**config.mk**
```make
export PLATFORM = sky130hd
export DESIGN_NAME = mem_port_arbiter_flat
export DESIGN_NICKNAME = d
export VERILOG_FILES = /design/src/rtl/mem_port_arbiter_if.sv /design/src/rtl/mem_port_arbiter.sv /design/src/flat_wrapper.sv
export SDC_FILE = /design/constraint.sdc
export NUM_CORES = 1
export LEC_CHECK = 0
export CORE_MARGIN = 1.5
export CORE_UTILIZATION = 38
export DETAILED_ROUTE_END_ITERATION = 10
export GPL_TIMING_DRIVEN = 0
export PLACE_DENSITY_LB_ADDON = 0.15
export SKIP_LAST_GASP = 1
export SYNTH_ARGS = -nofsm -noshare
export SYNTH_HDL_FRONTEND = slang
export SYNTH_SLANG_ARGS = --single-unit
```
**constraint.sdc**
```tcl
create_clock -name clk -period 1.86 [get_ports clk]
set_input_delay 0.186 -clock clk [delete_from_list [all_inputs] [get_ports clk]]
set_output_delay 0.186 -clock clk [all_outputs]
set_load 0.02 [all_outputs]
```
**src/rtl/mem_port_arbiter_if.sv**
```systemverilog
// Bundle of signals between the core's fetch/data ports, the arbiter and the RAM.
// The arbiter connects through the slave modport; the core/RAM side uses master.
interface mem_port_arbiter_if #(
  parameter int ADDR_W = 32,
  parameter int DATA_W = 32
);
  localparam int BE_W = DATA_W / 8;

  logic              if_req;
  logic [ADDR_W-1:0] if_addr;
  logic              if_ack;
  logic [DATA_W-1:0] if_rdata;

  logic              d_req;
  logic              d_we;
  logic [BE_W-1:0]   d_be;
  logic [ADDR_W-1:0] d_addr;
  logic [DATA_W-1:0] d_wdata;
  logic              d_ack;
  logic [DATA_W-1:0] d_rdata;

  logic              mem_en;
  logic [BE_W-1:0]   mem_we;
  logic [ADDR_W-1:0] mem_addr;
  logic [DATA_W-1:0] mem_wdata;
  logic [DATA_W-1:0] mem_rdata;

  modport slave (
    input  if_req, if_addr,
    output if_ack, if_rdata,
    input  d_req, d_we, d_be, d_addr, d_wdata,
    output d_ack, d_rdata,
    output mem_en, mem_we, mem_addr, mem_wdata,
    input  mem_rdata
  );

  modport master (
    output if_req, if_addr,
    input  if_ack, if_rdata,
    output d_req, d_we, d_be, d_addr, d_wdata,
    input  d_ack, d_rdata,
    input  mem_en, mem_we, mem_addr, mem_wdata,
    output mem_rdata
  );
endinterface

```
**src/rtl/mem_port_arbiter.sv**
```systemverilog
// Round-robin arbiter sharing one single-port synchronous RAM between the
// instruction-fetch and load/store ports; one RAM access outstanding at a time.
//
// state    | meaning
// ---------+-------------------------------------------------------------
// ST_IDLE  | no transaction; pick a winner when any request is present
// ST_ISSUE | mem_en high for one cycle with the captured access
// ST_WAIT  | read in flight; latency down-counter runs to terminal count
// ST_RESP  | one-cycle ack to the winner, then back to idle
module mem_port_arbiter #(
  parameter int ADDR_W      = 32,
  parameter int DATA_W      = 32,
  parameter int MEM_LATENCY = 1
) (
  input logic                clk,
  input logic                resetn,
  mem_port_arbiter_if.slave  bus
);
  localparam int BE_W  = DATA_W / 8;
  localparam int CNT_W = 3;

  typedef enum logic [1:0] {
    ST_IDLE,
    ST_ISSUE,
    ST_WAIT,
    ST_RESP
  } state_t;

  state_t            state;
  logic              last_d;
  logic              win_d;
  logic              win_we;
  logic [CNT_W-1:0]  cnt;
  logic              grant_d;

  logic              mem_en_q;
  logic [BE_W-1:0]   mem_we_q;
  logic [ADDR_W-1:0] mem_addr_q;
  logic [DATA_W-1:0] mem_wdata_q;
  logic              if_ack_q;
  logic              d_ack_q;
  logic [DATA_W-1:0] if_rdata_q;
  logic [DATA_W-1:0] d_rdata_q;

  // On a tie the port that did not win last time gets the RAM.
  assign grant_d = bus.d_req && (!bus.if_req || !last_d);

  always_ff @(posedge clk or negedge resetn) begin
    if (!resetn) begin
      state       <= ST_IDLE;
      last_d      <= 1'b1;
      win_d       <= 1'b0;
      win_we      <= 1'b0;
      cnt         <= '0;
      mem_en_q    <= 1'b0;
      mem_we_q    <= '0;
      mem_addr_q  <= '0;
      mem_wdata_q <= '0;
      if_ack_q    <= 1'b0;
      d_ack_q     <= 1'b0;
      if_rdata_q  <= '0;
      d_rdata_q   <= '0;
    end else begin
      case (state)
        ST_IDLE: begin
          if (bus.if_req || bus.d_req) begin
            win_d       <= grant_d;
            last_d      <= grant_d;
            win_we      <= grant_d && bus.d_we;
            mem_en_q    <= 1'b1;
            mem_addr_q  <= grant_d ? bus.d_addr : bus.if_addr;
            mem_we_q    <= (grant_d && bus.d_we) ? bus.d_be : '0;
            mem_wdata_q <= grant_d ? bus.d_wdata : '0;
            state       <= ST_ISSUE;
          end
        end
        ST_ISSUE: begin
          mem_en_q <= 1'b0;
          mem_we_q <= '0;
          if (win_we) begin
            d_ack_q <= 1'b1;
            state   <= ST_RESP;
          end else begin
            cnt   <= CNT_W'(MEM_LATENCY);
            state <= ST_WAIT;
          end
        end
        ST_WAIT: begin
          cnt <= cnt - 1'b1;
          // Last count: mem_rdata is valid in this cycle only.
          if (cnt == CNT_W'(1)) begin
            if (win_d) begin
              d_rdata_q <= bus.mem_rdata;
              d_ack_q   <= 1'b1;
            end else begin
              if_rdata_q <= bus.mem_rdata;
              if_ack_q   <= 1'b1;
            end
            state <= ST_RESP;
          end
        end
        ST_RESP: begin
          if_ack_q <= 1'b0;
          d_ack_q  <= 1'b0;
          state    <= ST_IDLE;
        end
        default: state <= ST_IDLE;
      endcase
    end
  end

  assign bus.mem_en    = mem_en_q;
  assign bus.mem_we    = mem_we_q;
  assign bus.mem_addr  = mem_addr_q;
  assign bus.mem_wdata = mem_wdata_q;
  assign bus.if_ack    = if_ack_q;
  assign bus.d_ack     = d_ack_q;
  assign bus.if_rdata  = if_rdata_q;
  assign bus.d_rdata   = d_rdata_q;
endmodule

```
**src/flat_wrapper.sv**
```systemverilog
// flat-port wrapper written by rule: the top's interface ports become plain ports
module mem_port_arbiter_flat 
#(
  parameter int ADDR_W      = 32,
  parameter int DATA_W      = 32,
  parameter int MEM_LATENCY = 1
)
  (clk, resetn, bus_if_req, bus_if_addr, bus_if_ack, bus_if_rdata, bus_d_req, bus_d_we, bus_d_be, bus_d_addr, bus_d_wdata, bus_d_ack, bus_d_rdata, bus_mem_en, bus_mem_we, bus_mem_addr, bus_mem_wdata, bus_mem_rdata);
  mem_port_arbiter_if #(.ADDR_W(ADDR_W), .DATA_W(DATA_W)) bus_i ();
  input logic clk;
  input logic resetn;
  input wire logic [$bits(bus_i.if_req)-1:0] bus_if_req;
  input wire logic [$bits(bus_i.if_addr)-1:0] bus_if_addr;
  output wire logic [$bits(bus_i.if_ack)-1:0] bus_if_ack;
  output wire logic [$bits(bus_i.if_rdata)-1:0] bus_if_rdata;
  input wire logic [$bits(bus_i.d_req)-1:0] bus_d_req;
  input wire logic [$bits(bus_i.d_we)-1:0] bus_d_we;
  input wire logic [$bits(bus_i.d_be)-1:0] bus_d_be;
  input wire logic [$bits(bus_i.d_addr)-1:0] bus_d_addr;
  input wire logic [$bits(bus_i.d_wdata)-1:0] bus_d_wdata;
  output wire logic [$bits(bus_i.d_ack)-1:0] bus_d_ack;
  output wire logic [$bits(bus_i.d_rdata)-1:0] bus_d_rdata;
  output wire logic [$bits(bus_i.mem_en)-1:0] bus_mem_en;
  output wire logic [$bits(bus_i.mem_we)-1:0] bus_mem_we;
  output wire logic [$bits(bus_i.mem_addr)-1:0] bus_mem_addr;
  output wire logic [$bits(bus_i.mem_wdata)-1:0] bus_mem_wdata;
  input wire logic [$bits(bus_i.mem_rdata)-1:0] bus_mem_rdata;
  assign bus_i.if_req = bus_if_req;
  assign bus_i.if_addr = bus_if_addr;
  assign bus_if_ack = bus_i.if_ack;
  assign bus_if_rdata = bus_i.if_rdata;
  assign bus_i.d_req = bus_d_req;
  assign bus_i.d_we = bus_d_we;
  assign bus_i.d_be = bus_d_be;
  assign bus_i.d_addr = bus_d_addr;
  assign bus_i.d_wdata = bus_d_wdata;
  assign bus_d_ack = bus_i.d_ack;
  assign bus_d_rdata = bus_i.d_rdata;
  assign bus_mem_en = bus_i.mem_en;
  assign bus_mem_we = bus_i.mem_we;
  assign bus_mem_addr = bus_i.mem_addr;
  assign bus_mem_wdata = bus_i.mem_wdata;
  assign bus_i.mem_rdata = bus_mem_rdata;
  mem_port_arbiter #(.ADDR_W(ADDR_W), .DATA_W(DATA_W), .MEM_LATENCY(MEM_LATENCY)) u_core (.clk(clk), .resetn(resetn), .bus(bus_i));
endmodule
```
-- Yosys cells after proc, flatten, opt, wreduce, memory -nomap -nowiden
Cells that the tools add are included.
- reductions and logical operators: 19
- multiplexer cells: 20
- add/sub/neg operators: 1
- bitwise logic cells: 1
- equality and inequality tests: 10
- operator list (operator ; count):
    $mux W32 ; 2
    $reduce_and A3 Y1 ; 3
    $mux W4 ; 2
    $ne A2 B1 Y1 const B ; 4
    $pmux W2 S4 ; 1
    $pmux W4 S2 ; 1
    $reduce_and A2 Y1 ; 4
    $mux W1 ; 7
    $pmux W3 S2 ; 1
    $reduce_bool A2 Y1 ; 3
    $eq A2 B2 Y1 const B ; 2
    $mux W2 ; 2
    $ne A2 B2 Y1 const B ; 2
    $pmux W1 S2 ; 2
    $reduce_and A4 Y1 ; 1
    $eq A3 B1 Y1 const B ; 1
    $mux W3 ; 1
    $pmux W1 S3 ; 1
    $reduce_bool A3 Y1 ; 1
    $sub A3 B1 Y3 const B ; 1
    $eq A2 B1 Y1 const B ; 1
    $logic_and A1 B1 Y1 ; 2
    $logic_not A1 Y1 ; 2
    $logic_not A2 Y1 ; 1
    2 further kinds ; 3
- flip-flop bits (word level): 143
- word-level logic and storage cells: 64
- input bits: 137
- output and inout port bits: 135

-- Logic depth before layout (Yosys ltp)
Gate-level depths: netlist of run 1.
- word-level depth: 7
- depth in mapped cells: 7
- gate-level depth less buffers: 5

-- Worst setup path after synthesis of run 1
Ideal clock, no wire load.
- path kind: reg2reg
- start: register u_core.state[0]
- end: register u_core.if_rdata_q[10] (netlist: u_core.bus.if_rdata[10])
- cell stages (with the launch flop): 7
- clock period less this slack: 1.722 ns
- data required time: 1.735 ns
- data arrival time: 1.596 ns
- setup slack: 0.138 ns
- path buffers: 2
- setup time: 0.125 ns
- cells stage by stage: dfrtp_1 inv_1 ha_1 and4bb_1 buf_6 buf_8 mux2_4
- cells in the longest elaborated chain, start to end: 2
- ends and longest elaborated chain (item ; RTL line ; RTL):
    start, declared ; mem_port_arbiter.sv:29 ; state_t state;
    start signal, assigned ; mem_port_arbiter.sv:50 ; state <= ST_IDLE;
    start signal, assigned ; mem_port_arbiter.sv:74 ; state <= ST_ISSUE;
    start signal, assigned ; mem_port_arbiter.sv:82 ; state <= ST_RESP;
    $eq A2 B2 Y1 ; mem_port_arbiter.sv:64 ; case (state)
    $reduce_and A3 Y1 (no source line) ; -- ;
    end signal, assigned ; mem_port_arbiter.sv:96 ; if_rdata_q <= bus.mem_rdata;
    end, declared ; mem_port_arbiter.sv:42 ; logic [DATA_W-1:0] if_rdata_q;
Every way passes these cells.
A chain may end at the register's enable or synchronous reset.

-- Worst setup path after layout of run 1
- start: register u_core.state[0]
- end: register u_core.if_rdata_q[8] (netlist: u_core.bus.if_rdata[8])
The elaborated chain is that of the path after synthesis.

==> results of run 1 <==
[power groups by stage]
stage / Combinational [mW] / Clock [mW] / Sequential (mW)
6_report: 8.14 / 3.35 / 5.44
5_1_grt: 8.68 / 3.55 / 5.62
4_1_cts: 8.22 / 3.41 / 5.43
3_5_place_dp: 8.19 / 0 / 5.45
3_3_place_gp: 8.02 / 0 / 5.40
2_1_floorplan: 2.66 / 0 / 7.05
[sequential cells by signal, summed over array words and instances, names as in the netlist]
| name | count |
|---|---|
| u_core.bus.mem_addr | 32 |
| u_core.bus.if_ack | 1 |
| u_core.bus.d_ack | 1 |
| u_core.bus.mem_en | 1 |
| u_core.bus.if_rdata | 32 |
| u_core.last_d | 1 |
| u_core.bus.mem_we | 4 |
| u_core.bus.d_rdata | 32 |
| u_core.cnt | 3 |
| u_core.state | 2 |
| u_core.bus.mem_wdata | 32 |
| u_core.win_d | 1 |
| u_core.win_we | 1 |
[synthesized netlist by cell type (all sizes together)]
| master | number |
|---|---|
| buf | 24 |
| a21bo | 3 |
| nand2 | 34 |
| a2bb2oi | 1 |
| a22o | 38 |
| ha | 8 |
| o2bb2ai | 2 |
| mux2 | 65 |
| a21o | 2 |
| nor2 | 3 |
| dfstp | 1 |
| nand2b | 1 |
| nor3b | 2 |
| o21ai | 36 |
| inv | 5 |
| a211oi | 1 |
| a21oi | 1 |
| o21bai | 1 |
| o211ai | 1 |
| and4bb | 1 |
| nand4b | 1 |
| nor2b | 2 |
| a2111oi | 1 |
| clkbuf | 2 |
| dfrtp | 142 |
| nor4b | 1 |
| mux2i | 34 |
[what timing repair did]
item	in CTS	in global routing
hold buffers	1	0
gates resized for setup	3	6
setup endpoints to repair	63	92
pin swaps	0	2
hold endpoints to repair	58	0
buffers inserted	0	1
[metal layers]
| metal | track usage | up-vias | wire (um) |
|---|---|---|---|
| met5 | 0 | - | 0 |
| met4 | 0.0740 | 0 | 285 |
| met3 | 0.0609 | 18 | 1190 |
| met2 | 0.312 | 182 | 7390 |
| met1 | 0.237 | 2128 | 6580 |
| li1 | - | 2055 | - |
[logic make-up (layout without fill, tap and decap cells)]
kind of cell | after synthesis | count (layout) | share of synthesized area
buffers and inverters | 31 | 336 | 0.0357
flip-flops | 143 | 143 | 0.604
multiplexers | 99 | 99 | 0.199
AND/OR/NAND/NOR | 45 | 45 | 0.0380
AO/OA/AOI/OAI | 87 | 87 | 0.106
adder cells (fa/ha/maj) | 8 | 8 | 0.0169
[area by class of cell]
class | count | area (sq um)
buffer | 26 | 206
clock buffer | 22 | 474
clock inverter | 9 | 110
fill | 1194 | 5670
inverter | 5 | 18.8
multi-input combinational | 239 | 2150
sequential | 143 | 3580
tap | 188 | 235
timing repair buffer | 274 | 2760
[per-stage QoR]
step	hold WS, ns	worst slack [ns]	instances	utilization
global placement	0.463	-4.97	872	0.584
floorplan	-0.110	0.138	413	-
finish	0.343	0.124	906	0.627
global route	0.365	0.0261	906	0.627
CTS	0.340	-0.00527	905	0.625
detailed placement	0.204	-0.0759	873	0.586
[critical path, cell delays in order (launching register included)]
cell and delay [ns]:
dfrtp_1 0.43, inv_2 0.14, ha_4 0.20, and4bb_1 0.22, buf_6 0.14, buf_8 0.17, mux2_4 0.31
[path summary, 6_finish.rpt]
check	start	to	slack, ns	cells past startpoint
max in group asynchronous	resetn	u_core.bus.mem_wdata[5]	0.71	3
min in group clk	bus_d_wdata[12]	u_core.bus.mem_wdata[12]	0.37	2
hold / removal	resetn	u_core.bus.d_rdata[9]	0.34	2
setup reg to reg	u_core.state[0]	u_core.bus.if_rdata[8]	0.12	6
setup / recovery	u_core.state[0]	u_core.bus.if_rdata[8]	0.12	6
hold reg to reg	u_core.bus.mem_addr[27]	u_core.bus.mem_addr[27]	0.48	2
==> impl_metrics.env, run 1 <==
export IMPL_clockPowerShare=0.198
export IMPL_ios=272
export IMPL_synth_top_cell_area_share=0.600
export IMPL_clkTransAtPathRegs_ns=0.06
export IMPL_layout_common_cells="clkdlybuf4s50_1, dfrtp_1, a22o_1"
export IMPL_combPwrFrac=0.481
export IMPL_drc=0
export IMPL_hpwlAfterDp_um=11500
export IMPL_hold_viol_final=0
export IMPL_design_die_area_sq_um=16300
export IMPL_relSlewSlack=0.614
export IMPL_fin_crit_sh=0.933
export IMPL_post_route_cells_drive_above_1_share=0.181
export IMPL_seq_power_share=0.321
export IMPL_clkLatencyLatePin_ns=0.41
export IMPL_clock_path_buffers=2
export IMPL_grt_pass1_vias=4656
export IMPL_grt_util_all_layers=0.191
export IMPL_gp_congestion=0.764
export IMPL_cts_root_buf="clkbuf_16"
export IMPL_fmax_ghz=0.576
export IMPL_p_leak_nw=4.22
export IMPL_synth_nets=558
export IMPL_status="finished clean"
export IMPL_area_growth_pct=60.9
export IMPL_min_period_ns=1.74
export IMPL_via_per_inst=4.84
export IMPL_sw_frac_of_total=0.352
export IMPL_synth_area_top_cells="dfrtp_1, mux2_4, mux2_2, mux2i_1, a22o_1"
export IMPL_tritoncts="built"
export IMPL_max_vdd_ir_drop_mv=0.758
export IMPL_antenna_left=0
export IMPL_core_rowCount=45
export IMPL_p_sw_mw=5.96
export IMPL_cp_data_required_time_ns=2.15
export IMPL_fin_tns_setup_ns=0
export IMPL_cts_made_buffers=17
export IMPL_grt_max_degree=85
export IMPL_cts_sinks=143
export IMPL_end_kind="flip-flop"
export IMPL_antenna_found_initial=0
export IMPL_crit_path_start_kind="flip-flop"
export IMPL_ys_warn_count=0
export IMPL_critPathArrivalTime_ns=2.03
export IMPL_yosysTopAreaCell="dfrtp_1"
export IMPL_rsz0062_at_grt="false"
export IMPL_initial_utilization=0.390
export IMPL_final_common_cell="clkdlybuf4s50_1"
export IMPL_drv_cap=0
export IMPL_synthDistinctLibCells=34
export IMPL_core_area_sq_um=15200
export IMPL_wire_per_inst_um=17.0
export IMPL_die_y_um=128
export IMPL_first_pass_iters=4
export IMPL_drt_initial_drc_count=132
export IMPL_routed_wl_um=15400
export IMPL_place_area_sq_um=8900
export IMPL_htree_levels=4
export IMPL_setup_viol=0
export IMPL_syn_inst=413
export IMPL_io_buffers=271
export IMPL_ys_ff_latch=143
export IMPL_stdcell_area_sq_um=9530
export IMPL_slew_violations=0
export IMPL_num_nets_final=851
export IMPL_diodes=0
export IMPL_intPower_mw=11.0
export IMPL_synthesis_area_sq_um=5920
export IMPL_power_density_nw_per_um2=1780
export IMPL_grt_overflow=0
export IMPL_routed_via_count=4383
export IMPL_grt_pass1_wl_um=24200
export IMPL_tightest_slew_ns=0.580
export IMPL_p_total_mw=16.9
export IMPL_dieWidth_um=128
export IMPL_finClkSkew_ns=0.00735
export IMPL_hold_class="in2async"
export IMPL_synth_avg_cell_area_sq_um=14.3
export IMPL_path_max_fanout=10
export IMPL_crit_type="reg2reg"
export IMPL_yosysSeqAreaShare=0.604
(Power assumes the default switching activity.)
==> run 2: changes to the inputs <==
--- a/config.mk
+++ b/config.mk
@@ -5,7 +5,7 @@
 export SDC_FILE = /design/constraint.sdc
 export NUM_CORES = 1
 export LEC_CHECK = 0
-export CORE_MARGIN = 1.5
+export CORE_MARGIN = 10
 export CORE_UTILIZATION = 38
 export DETAILED_ROUTE_END_ITERATION = 10
 export GPL_TIMING_DRIVEN = 0
==> impl_metrics.env, run 2 (same netlist as run 1, synthesis figures left out) <==
export IMPL_status="finished clean"
export IMPL_rsz0062_at_grt="false"
export IMPL_crit_path_start_kind="flip-flop"
export IMPL_cp_data_required_time_ns=2.15
export IMPL_path_max_fanout=10
export IMPL_core_rowCount=45
export IMPL_io_buffers=271
export IMPL_p_leak_nw=4.25
export IMPL_via_per_inst=4.79
export IMPL_min_period_ns=1.73
export IMPL_area_growth_pct=62.5
export IMPL_setup_viol=0
export IMPL_htree_levels=4
export IMPL_drc=0
export IMPL_hold_viol_final=0
export IMPL_clkTransAtPathRegs_ns=0.06
export IMPL_num_nets_final=853
export IMPL_finClkSkew_ns=0.0130
export IMPL_dieWidth_um=145
export IMPL_grt_util_all_layers=0.167
export IMPL_fin_tns_setup_ns=0
export IMPL_crit_chain="inv_2 > ha_4 > and4bb_1 > buf_6 > buf_8 > mux2_4"
export IMPL_wire_per_inst_um=18.9
export IMPL_end_kind="flip-flop"
export IMPL_design_die_area_sq_um=21000
export IMPL_grt_overflow=0
export IMPL_routed_wl_um=17600
export IMPL_fin_crit_sh=0.930
export IMPL_nFillCells=1184
export IMPL_diodes=0
export IMPL_multi_input_area_sq_um=2150
export IMPL_clock_path_buffers=2
export IMPL_die_y_um=145
export IMPL_grt_pass1_vias=4903
export IMPL_cts_made_buffers=17
export IMPL_gp_congestion=0.776
export IMPL_post_route_cells_drive_above_1_share=0.183
export IMPL_setup_ws_ns=0.130
export IMPL_p_total_mw=17.4
export IMPL_drv_cap=0
export IMPL_seqCellArea_sq_um=3580
export IMPL_crit_type="reg2reg"
export IMPL_routed_via_count=4460
export IMPL_slowest_delay_ns=0.42
export IMPL_place_ws_ns=-0.0537
export IMPL_max_vdd_ir_drop_mv=0.852
export IMPL_cts_sinks=143
export IMPL_hold_class="in2async"
export IMPL_fmax_ghz=0.578
export IMPL_grt_max_degree=77
export IMPL_antenna_left=0
export IMPL_final_common_cell="clkdlybuf4s50_1"
export IMPL_tritoncts="built"
export IMPL_initial_utilization=0.388
export IMPL_ios=272
export IMPL_grt_pass1_wl_um=26900
export IMPL_core_area_sq_um=15300
export IMPL_whs_ns=0.327
export IMPL_drt_initial_drc_count=172
export IMPL_antenna_found_initial=0
export IMPL_hpwlAfterDp_um=13800
export IMPL_first_pass_iters=4
export IMPL_relSlewSlack=0.575
export IMPL_critPathArrivalTime_ns=2.02
export IMPL_cp_slowest_cell="dfrtp_1"
export IMPL_power_density_nw_per_um2=1810
export IMPL_clkLatencyLatePin_ns=0.42
export IMPL_layout_common_cells="clkdlybuf4s50_1, dfrtp_1, a22o_1"
export IMPL_tightest_slew_ns=0.637
export IMPL_slew_violations=0
export IMPL_cts_root_buf="clkbuf_16"
[run 2: changes by cell type in the layout (fill, tap and decap cells not counted), sizes merged]
cell and delta:
clkinv -2, buf +1, bufinv +3
[run 2: metrics by stage]
step | cells | instance area (sq um) | utilization
2_1_floorplan | 413 | 5920 | -
3_3_place_gp | 895 | 8900 | 0.583
3_5_place_dp | 896 | 8930 | 0.585
4_1_cts | 928 | 9580 | 0.628
5_1_grt | 931 | 9630 | 0.631
6_report | 931 | 9630 | 0.631
[run 2: layer usage]
| metal | track usage | up-vias | wire [um] |
|---|---|---|---|
| met4 | 0.0553 | 0 | 283 |
| met2 | 0.271 | 189 | 8340 |
| met5 | 0 | - | 0 |
| met1 | 0.186 | 2179 | 6960 |
| li1 | - | 2074 | - |
| met3 | 0.0834 | 18 | 2050 |
[run 2: worst paths after layout]
| kind | from | to | slack, ns | cells past startpoint |
|---|---|---|---|---|
| worst max-delay path | u_core.state[0] | u_core.bus.if_rdata[20] | 0.13 | 6 |
| worst min-delay path | resetn | u_core.bus.if_rdata[7] | 0.33 | 2 |
| worst max register to register | u_core.state[0] | u_core.bus.if_rdata[20] | 0.13 | 6 |
| worst min register to register | u_core.bus.mem_addr[0] | u_core.bus.mem_addr[0] | 0.48 | 2 |
| max in group asynchronous | resetn | u_core.state[1] | 0.72 | 3 |
| min in group clk | bus_d_wdata[15] | u_core.bus.mem_wdata[15] | 0.36 | 2 |
[run 2: final cells by class]
type / count / area share
Buffer: 26 / 0.0211
Sequential cell: 143 / 0.372
Clock buffer: 21 / 0.0468
Clock inverter: 10 / 0.0194
Inverter: 5 / 0.00195
Tap cell: 211 / 0.0274
Timing Repair Buffer: 276 / 0.288
Multi-Input combinational cell: 239 / 0.223
[run 2: report_power, final]
| part | total (mW) | leakage [nW] | internal [mW] | switching [mW] |
|---|---|---|---|---|
| Sequential | 5.45 | 1.75 | 4.59 | 0.862 |
| Combinational | 8.26 | 2.20 | 4.31 | 3.95 |
| Clock | 3.67 | 0.299 | 2.41 | 1.26 |
| Total | 17.4 | 4.25 | 11.3 | 6.07 |
[run 2: what timing repair did]
item | 4_1_cts | 5_1_grt
gates cloned | 0 | 0
resized for setup | 1 | 9
endpoints found under the setup margin | 29 | 125
hold buffers | 1 | 0
hold endpoints to repair | 66 | 0
setup buffers | 0 | 3
pin swaps | 0 | 2
[run 2: worst max-delay path: cells and delay by family, from the launching register on]
kind,cells,cell delay (ns)
AND/OR/NAND/NOR,1,0.23
buffers and inverters,3,0.45
adder cells (fa/ha/maj),1,0.20
multiplexers,1,0.32
flip-flops,1,0.42
